**config.mk**
```make
export PLATFORM = sky130hd
export DESIGN_NAME = spi_cmd_arbiter
export DESIGN_NICKNAME = d
export VERILOG_FILES = /design/src/rtl/spi_cmd_arbiter.sv
export SDC_FILE = /design/constraint.sdc
export NUM_CORES = 1
export LEC_CHECK = 0
export CORE_ASPECT_RATIO = 1.2
export CORE_MARGIN = 5
export CORE_UTILIZATION = 46
export CTS_CLUSTER_DIAMETER = 100
export DETAILED_ROUTE_END_ITERATION = 12
export PLACE_DENSITY = 0.82
export SYNTH_ARGS = -nofsm -noshare
export SYNTH_HDL_FRONTEND = slang
export SYNTH_SLANG_ARGS = --single-unit
```
**constraint.sdc**
```tcl
create_clock -name clk -period 3.3 [get_ports clk]
set_clock_uncertainty 0.1 [all_clocks]
set_input_delay 0.66 -clock clk [delete_from_list [all_inputs] [get_ports clk]]
set_output_delay 0.66 -clock clk [all_outputs]
set_load 0.005 [all_outputs]
```
**src/rtl/spi_cmd_arbiter.sv**
```systemverilog
// Round-robin arbiter sharing one adc_spi register-access engine between NUM_REQ requesters.
// One transaction in flight at a time; a watchdog completes a hung transaction with an error.
module spi_cmd_arbiter #(
    parameter int unsigned NUM_REQ     = 3,
    parameter int unsigned ADDR_W      = 13,
    parameter int unsigned DATA_W      = 8,
    parameter int unsigned TIMEOUT_CYC = 65535
) (
    input  logic                      clk,
    input  logic                      rst,
    input  logic [NUM_REQ-1:0]        req,
    input  logic [NUM_REQ-1:0]        req_we,
    input  logic [NUM_REQ*ADDR_W-1:0] req_addr,
    input  logic [NUM_REQ*DATA_W-1:0] req_wdata,
    output logic [NUM_REQ-1:0]        req_ack,
    output logic                      req_err,
    output logic [DATA_W-1:0]         req_rdata,
    output logic                      busy,
    output logic [2:0]                grant_id,
    output logic                      timeout_flag,
    output logic                      cmd_read,
    output logic                      cmd_write,
    input  logic                      cmd_read_ack,
    input  logic                      cmd_write_ack,
    output logic [ADDR_W-1:0]         cmd_addr,
    output logic [DATA_W-1:0]         cmd_wdata,
    input  logic [DATA_W-1:0]         cmd_rdata
);

    typedef enum logic [1:0] {StIdle, StBusy, StHold} state_e;

    state_e              state_q, state_d;
    logic [2:0]          last_grant_q, last_grant_d;
    logic [2:0]          grant_id_q, grant_id_d;
    logic                cmd_read_q, cmd_read_d;
    logic                cmd_write_q, cmd_write_d;
    logic [ADDR_W-1:0]   cmd_addr_q, cmd_addr_d;
    logic [DATA_W-1:0]   cmd_wdata_q, cmd_wdata_d;
    logic [NUM_REQ-1:0]  req_ack_q, req_ack_d;
    logic                req_err_q, req_err_d;
    logic [DATA_W-1:0]   req_rdata_q, req_rdata_d;
    logic                timeout_q, timeout_d;
    logic [15:0]         wd_q, wd_d;

    logic [7:0]          req_pad;
    logic [3:0]          cand;
    logic                pick_valid;
    logic [2:0]          pick_idx;
    logic                sel_we;
    logic [ADDR_W-1:0]   sel_addr;
    logic [DATA_W-1:0]   sel_wdata;
    logic [NUM_REQ-1:0]  grant_onehot;
    logic                ack_match;

    // Scan from last_grant+1 upward, wrapping; cand never exceeds 2*NUM_REQ-1.
    always_comb begin
        req_pad    = 8'(req);
        pick_valid = 1'b0;
        pick_idx   = '0;
        cand       = '0;
        for (int unsigned k = 1; k <= NUM_REQ; k++) begin
            cand = {1'b0, last_grant_q} + 4'(k);
            if (cand >= 4'(NUM_REQ)) begin
                cand = cand - 4'(NUM_REQ);
            end
            if (!pick_valid && req_pad[cand[2:0]]) begin
                pick_valid = 1'b1;
                pick_idx   = cand[2:0];
            end
        end
    end

    always_comb begin
        sel_we    = 1'b0;
        sel_addr  = '0;
        sel_wdata = '0;
        for (int unsigned i = 0; i < NUM_REQ; i++) begin
            if (pick_idx == 3'(i)) begin
                sel_we    = req_we[i];
                sel_addr  = req_addr[i*ADDR_W +: ADDR_W];
                sel_wdata = req_wdata[i*DATA_W +: DATA_W];
            end
        end
    end

    always_comb begin
        for (int unsigned i = 0; i < NUM_REQ; i++) begin
            grant_onehot[i] = (grant_id_q == 3'(i));
        end
    end

    // Only the ack matching the issued command type counts.
    assign ack_match = (cmd_write_q && cmd_write_ack) || (cmd_read_q && cmd_read_ack);

    always_comb begin
        state_d      = state_q;
        last_grant_d = last_grant_q;
        grant_id_d   = grant_id_q;
        cmd_read_d   = cmd_read_q;
        cmd_write_d  = cmd_write_q;
        cmd_addr_d   = cmd_addr_q;
        cmd_wdata_d  = cmd_wdata_q;
        req_ack_d    = '0;
        req_err_d    = 1'b0;
        req_rdata_d  = req_rdata_q;
        timeout_d    = timeout_q;
        wd_d         = wd_q;

        unique case (state_q)
            StIdle: begin
                if (pick_valid) begin
                    grant_id_d   = pick_idx;
                    last_grant_d = pick_idx;
                    cmd_addr_d   = sel_addr;
                    cmd_wdata_d  = sel_wdata;
                    cmd_write_d  = sel_we;
                    cmd_read_d   = !sel_we;
                    wd_d         = '0;
                    state_d      = StBusy;
                end
            end
            StBusy: begin
                if (ack_match) begin
                    cmd_read_d  = 1'b0;
                    cmd_write_d = 1'b0;
                    req_ack_d   = grant_onehot;
                    if (cmd_read_q) begin
                        req_rdata_d = cmd_rdata;
                    end
                    state_d = StHold;
                end else if (wd_q == 16'(TIMEOUT_CYC - 1)) begin
                    cmd_read_d  = 1'b0;
                    cmd_write_d = 1'b0;
                    req_ack_d   = grant_onehot;
                    req_err_d   = 1'b1;
                    timeout_d   = 1'b1;
                    state_d     = StHold;
                end else begin
                    wd_d = wd_q + 16'd1;
                end
            end
            StHold: begin
                state_d = StIdle;
            end
            default: begin
                state_d = StIdle;
            end
        endcase
    end

    always_ff @(posedge clk or posedge rst) begin
        if (rst) begin
            state_q      <= StIdle;
            last_grant_q <= 3'(NUM_REQ - 1);
            grant_id_q   <= '0;
            cmd_read_q   <= 1'b0;
            cmd_write_q  <= 1'b0;
            cmd_addr_q   <= '0;
            cmd_wdata_q  <= '0;
            req_ack_q    <= '0;
            req_err_q    <= 1'b0;
            req_rdata_q  <= '0;
            timeout_q    <= 1'b0;
            wd_q         <= '0;
        end else begin
            state_q      <= state_d;
            last_grant_q <= last_grant_d;
            grant_id_q   <= grant_id_d;
            cmd_read_q   <= cmd_read_d;
            cmd_write_q  <= cmd_write_d;
            cmd_addr_q   <= cmd_addr_d;
            cmd_wdata_q  <= cmd_wdata_d;
            req_ack_q    <= req_ack_d;
            req_err_q    <= req_err_d;
            req_rdata_q  <= req_rdata_d;
            timeout_q    <= timeout_d;
            wd_q         <= wd_d;
        end
    end

    assign req_ack      = req_ack_q;
    assign req_err      = req_err_q;
    assign req_rdata    = req_rdata_q;
    assign busy         = (state_q != StIdle);
    assign grant_id     = grant_id_q;
    assign timeout_flag = timeout_q;
    assign cmd_read     = cmd_read_q;
    assign cmd_write    = cmd_write_q;
    assign cmd_addr     = cmd_addr_q;
    assign cmd_wdata    = cmd_wdata_q;

endmodule

```
### Word level (Yosys, flattened, before mapping)

Cells that the tools add are included.

| word-level totals | value |
|---|---|
| flip-flop bits (word level) | 60 |
| input port bits | 81 |
| output and inout port bits | 40 |
| word-level logic and storage cells | 99 |

| operators by class | value |
|---|---|
| add/sub/neg operators | 7 |
| magnitude comparators | 6 |
| equal/unequal tests | 10 |
| muxes and demuxes | 44 |
| bitwise gates (word level) | 1 |
| reductions and logical operators | 19 |

Operators with widths:

| kind | number |
|---|---|
| 2-to-1 mux 16 bit | 3 |
| 2-to-1 mux 13 bit | 3 |
| case mux 16 bit (2 select lines) | 1 |
| 2-to-1 mux 3 bit | 9 |
| 2-to-1 mux 8 bit | 3 |
| adder 16 x 1 -> 16 bit (second input constant) | 1 |
| == test 16 bit (second input constant) | 1 |
| 2-to-1 mux 1 bit | 16 |
| >= comparator 4 x 2 -> 1 bit (second input constant) | 3 |
| less-than comparator 3 x 4 -> 1 bit (second input constant) | 3 |
| binary-select mux 1 bit (select 3 bit) | 3 |
| AND reduction 3 bit | 3 |
| subtractor 3 x 2 -> 3 bit (second input constant) | 3 |
| adder 3 x 2 -> 4 bit (second input constant) | 2 |
| == test 3 x 1 -> 1 bit (second input constant) | 2 |
| == test 3 x 2 -> 1 bit (second input constant) | 2 |
| zero test 3 bit | 2 |
| 2-to-1 mux 2 bit | 3 |
| inequality test 2 bit (second input constant) | 3 |
| adder 3 x 1 -> 4 bit (second input constant) | 1 |
| logical AND 1 bit | 4 |
| case mux 1 bit (2 select lines) | 2 |
| case mux 2 bit (2 select lines) | 1 |
| AND reduction 2 bit | 2 |
| 8 further kinds | 11 |

### Logic depth before layout (Yosys ltp)

| logic depth | value |
|---|---|
| depth in word-level cells | 19 |
| mapped depth | 13 |
| mapped depth without buffers | 9 |

### Least setup slack after synthesis

Ideal clock, no wire load.

| path | value |
|---|---|
| path kind | register to register |
| from | register last_grant_q[1] |
| to | register cmd_write_q, in the netlist cmd_write |
| arrival time | 2.649 ns |
| required time | 3.074 ns |
| slack | 0.425 ns |
| cell stages (with the launch flop) | 10 |
| path buffers | 0 |
| period minus slack after synthesis | 2.875 ns |
| cell sequence | dfstp_2 inv_1 ha_1 nand2b_4 or3_1 a211o_1 o31a_1 a31oi_4 mux2_4 a221o_1 |

| on the way | value |
|---|---|
| longest elaborated chain between the ends | 18 |

RTL lines:

| element | line | source |
|---|---|---|
| from (decl) | 33 | `logic [2:0] last_grant_q, last_grant_d;` |
| from (signal assigned) | 154 | `last_grant_q <= 3'(NUM_REQ - 1);` |
| from (signal assigned) | 167 | `last_grant_q <= last_grant_d;` |
| adder 3 x 1 -> 4 bit | 62 | `cand = {1'b0, last_grant_q} + 4'(k);` |
| >= comparator 4 x 2 -> 1 bit or subtractor 3 x 2 -> 3 bit (tied branches) | 63, 64 |  |
| 2-to-1 mux 3 bit | 63 | `if (cand >= 4'(NUM_REQ)) begin` |
| binary-select mux 1 bit (select 3 bit) | 66 | `if (!pick_valid && req_pad[cand[2:0]]) begin` |
| 2-to-1 mux 1 bit (not written as such) | 66 |  |
| 2-to-1 mux 1 bit | 66 |  |
| zero test 1 bit | 66 |  |
| logical AND 1 bit | 66 |  |
| 2-to-1 mux 1 bit | 66 |  |
| zero test 1 bit | 66 |  |
| logical AND 1 bit | 66 |  |
| 2-to-1 mux 3 bit | 66 |  |
| zero test 3 bit | 78 | `if (pick_idx == 3'(i)) begin` |
| 2-to-1 mux 1 bit (3 in series) | 78 |  |
| 2-to-1 mux 1 bit | 111 | `if (pick_valid) begin` |
| case mux 1 bit (2 select lines) | 109 | `unique case (state_q)` |
| to (signal assigned) | 170 | `cmd_write_q <= cmd_write_d;` |
| to (decl) | 36 | `logic cmd_write_q, cmd_write_d;` |

Several ways; a longest one is shown, not always the timed one. The select of a mux whose other input is x is not followed.
A chain may end at the register's enable or synchronous reset.

### Worst setup path after layout

| path | value |
|---|---|
| from | register last_grant_q[1] |
| to | register cmd_addr_q[7], in the netlist cmd_addr[7] |

| on the way | value |
|---|---|
| longest elaborated chain between the ends | 16 |

RTL lines:

| element | line | source |
|---|---|---|
| adder 3 x 1 -> 4 bit | 62 |  |
| >= comparator 4 x 2 -> 1 bit or subtractor 3 x 2 -> 3 bit (tied branches) | 63, 64 |  |
| 2-to-1 mux 3 bit | 63 |  |
| binary-select mux 1 bit (select 3 bit) | 66 |  |
| 2-to-1 mux 1 bit (not written as such) | 66 |  |
| 2-to-1 mux 1 bit | 66 |  |
| zero test 1 bit | 66 |  |
| logical AND 1 bit | 66 |  |
| 2-to-1 mux 1 bit | 66 |  |
| zero test 1 bit | 66 |  |
| logical AND 1 bit | 66 |  |
| 2-to-1 mux 3 bit | 66 |  |
| zero test 3 bit | 78 |  |
| 2-to-1 mux 13 bit (3 in series) | 78 |  |
| to (signal assigned) | 171 | `cmd_addr_q <= cmd_addr_d;` |
| to (decl) | 37 | `logic [ADDR_W-1:0] cmd_addr_q, cmd_addr_d;` |

Several ways; a longest one is shown, not always the timed one. The select of a mux whose other input is x is not followed.

==> flow_summary.yaml <==
place:
  port_buffers: 120
  hpwl_mm: 7.20
  pre_cts_slack_ns: 0.0669
  gp_congestion: 0.872
setup_path:
  critical_path_required_ns: 3.41
  timing.critical_path.slowest_stage_cell: "dfstp_2"
  critPathMaxFanout: 23
  startpoint_type: "flop"
  cp_cell_sequence: "inv_1 > ha_1 > nand2b_4 > or3_1 > a211o_1 > o31a_1 > a31oi_4 > buf_12 > mux2i_1 > o221ai_1"
  critical_path.max_stage_delay_ns: 0.58
  crit_arrival_ns: 3.27
  path_class: "flop to flop"
  cp-end-kind: "flop"
timing:
  slew_viol_final: 0
  period_share: 0.958
  min_period_ns: 3.16
  setup_slack_ns: 0.138
  finalSetupViolCount: 0
  worstMarginPinSlew_ns: 0.801
  hold_violations: 0
  tns_ns: 0
  max_clock_freq_mhz: 316
  rsz0062_at_grt: "false"
  slew_headroom: 0.466
global_route:
  met1_usage: 0.248
  met3_usage: 0.0638
  gr-total-overflow: 0
  grt_pass1_vias: 3141
  top_usage_layer: "met2"
  antenna_found_initial: 0
  grtUsageTotal: 0.208
  grt_start_max_net_pins: 40
  use_met2: 0.339
  grt_pass1_wl_mm: 14.9
route:
  drtIter0Drc: 165
  viasPerCell: 5.43
  drc: 0
  wl_mm: 9.41
  drtPass1Iterations: 4
  wl_per_cell_um: 16.8
  route.vias.total: 3037
  antenna_left: 0
yosys:
  synth_edf_count: 0
  synth_area_um2: 3450
  syn-num-nets: 426
  seq_area_frac_synth: 0.421
  synth_cells: 335
  ys_ff_latch: 58
  synth_warnings: 0
  synth_flop_cell: "dfrtp_1"
  yosysUniqueCellTypes: 66
  async_flop_share: 1.00
  synth_area_per_cell_um2: 10.3
cts:
  cts.sinks: 58
  htreeDepth: 3
  postCtsSetupRepairBufs: 0
  cts_hold_buf: 0
  clk_path_buf_depth: 2
  cts_tree: "yes"
  ctsRootBufferMaster: "clkbuf_8"
  clkTransAtPathRegs_ns: 0.07
  cts_buffers: 9
  clock_latency_ns: 0.34
cells_and_area:
  fillers: 546
  drive_above_1_share: 0.130
  diodes: 0
  final_common_cell: "clkdlybuf4s50_1"
  syn2layout_area_growth_pct: 46.2
  nets: 555
  mostFrequentLayoutCells: "120 x clkdlybuf4s50_1, 57 x dfrtp_1, 29 x inv_1, 29 x nand2_1, 26 x nor2_1"
status:
  status: "finished clean"
floorplan:
  die-area_um2: 9330
  die_w_um: 89.0
  fp.dieH_um: 105
  coreArea_um2: 7270
  io_pins: 121
  row_count: 34
  initial_core_util: 0.474
power_and_ir_drop:
  leakagePower_uw: 0.00227
  peakVddDrop_v: 0.000696
  p_per_area_nw_per_um2: 1040
run:
  maxCapViolations: 0
worst_hold_path:
  hp-class: "flop to flop"
## final timing paths
kind                                       endpoint                   startpoint  cells past startpoint  slack (ns)
setup / recovery            cmd_addr[7]$_DFFE_PP0P_  last_grant_q[1]$_DFFE_PP1P_                     10        0.14
hold / removal             timeout_flag$_DFFE_PP0P_     timeout_flag$_DFFE_PP0P_                      1        0.37
setup reg to reg            cmd_addr[7]$_DFFE_PP0P_  last_grant_q[1]$_DFFE_PP1P_                     10        0.14
hold reg to reg            timeout_flag$_DFFE_PP0P_     timeout_flag$_DFFE_PP0P_                      1        0.37
max in group asynchronous  cmd_wdata[4]$_DFFE_PP0P_                          rst                      3        1.66
min in group asynchronous  req_rdata[2]$_DFFE_PP0P_                          rst                      2        0.69
## cells in the mapped netlist, types with 5 or more instances
cell       n  area share
mux2i_1   23       0.067
xnor2_1    9       0.023
nand3_1   10       0.015
ha_1      10       0.036
and2_1     5      0.0091
buf_2      9       0.013
dfrtp_1   57        0.41
nand2_1   29       0.032
o221ai_1  22       0.056
a21oi_1    6      0.0087
nor2_1    26       0.028
xor2_1    11       0.028
mux2_2     9       0.029
inv_1     30       0.033
## routing by layer
| metal | vias to the layer above | wire, um |
|---|---|---|
| li1 | 1444 | - |
| met1 | 1491 | 3740 |
| met2 | 86 | 4780 |
| met3 | 16 | 652 |
| met4 | 0 | 229 |
| met5 | - | 0 |
## worst max-delay path: cells and delay by family (launching register included)
kind	cells	cell delay, ns
simple gates	2	0.48
buf+inv	2	0.38
compound gates	4	0.95
flops	1	0.58
fa+ha+maj	1	0.24
mux	1	0.28
## layout make-up
cell class | count | area [um2] | area share
repair buffers | 135 | 1330 | 0.263
flip-flops and latches | 58 | 1450 | 0.288
well taps | 90 | 113 | 0.0223
clock buffers | 10 | 138 | 0.0273
multi-input cells | 229 | 1780 | 0.353
inverters | 31 | 119 | 0.0236
clock inverters | 6 | 114 | 0.0226
## cell families after synthesis
group | synth area share
fa+ha+maj | 0.0363
xor+xnor | 0.0682
compound gates | 0.143
flops | 0.421
simple gates | 0.157
mux | 0.107
buf+inv | 0.0671
## flip-flops by register name (all words and copies together), names as in the netlist, 2 cells and up
register,cells
req_ack,3
req_rdata,8
cmd_wdata,8
last_grant_q,3
state_q,2
cmd_addr,13
wd_q,16
## through the flow
stage	util	instance area, um2	power [uW]	cells	hold slack, ns
5_1_grt	0.693	5040	5610	559	0.388
2_1_floorplan	-	3450	3260	335	0.365
3_3_place_gp	0.656	4770	4270	543	0.349
6_report	0.693	5040	5250	559	0.368
3_5_place_dp	0.656	4770	4380	543	0.354
4_1_cts	0.691	5030	5230	559	0.371
## power breakdown
part / internal [uW] / switching [uW]
Combinational: 1620 / 1640
Sequential: 989 / 170
Clock: 523 / 301
## repair_timing
item	CTS	global route
endpoints found under the hold margin	0	0
setup endpoints to repair	0	21
gates resized for setup	0	3
No activity file was read; power rests on OpenSTA's default activity.
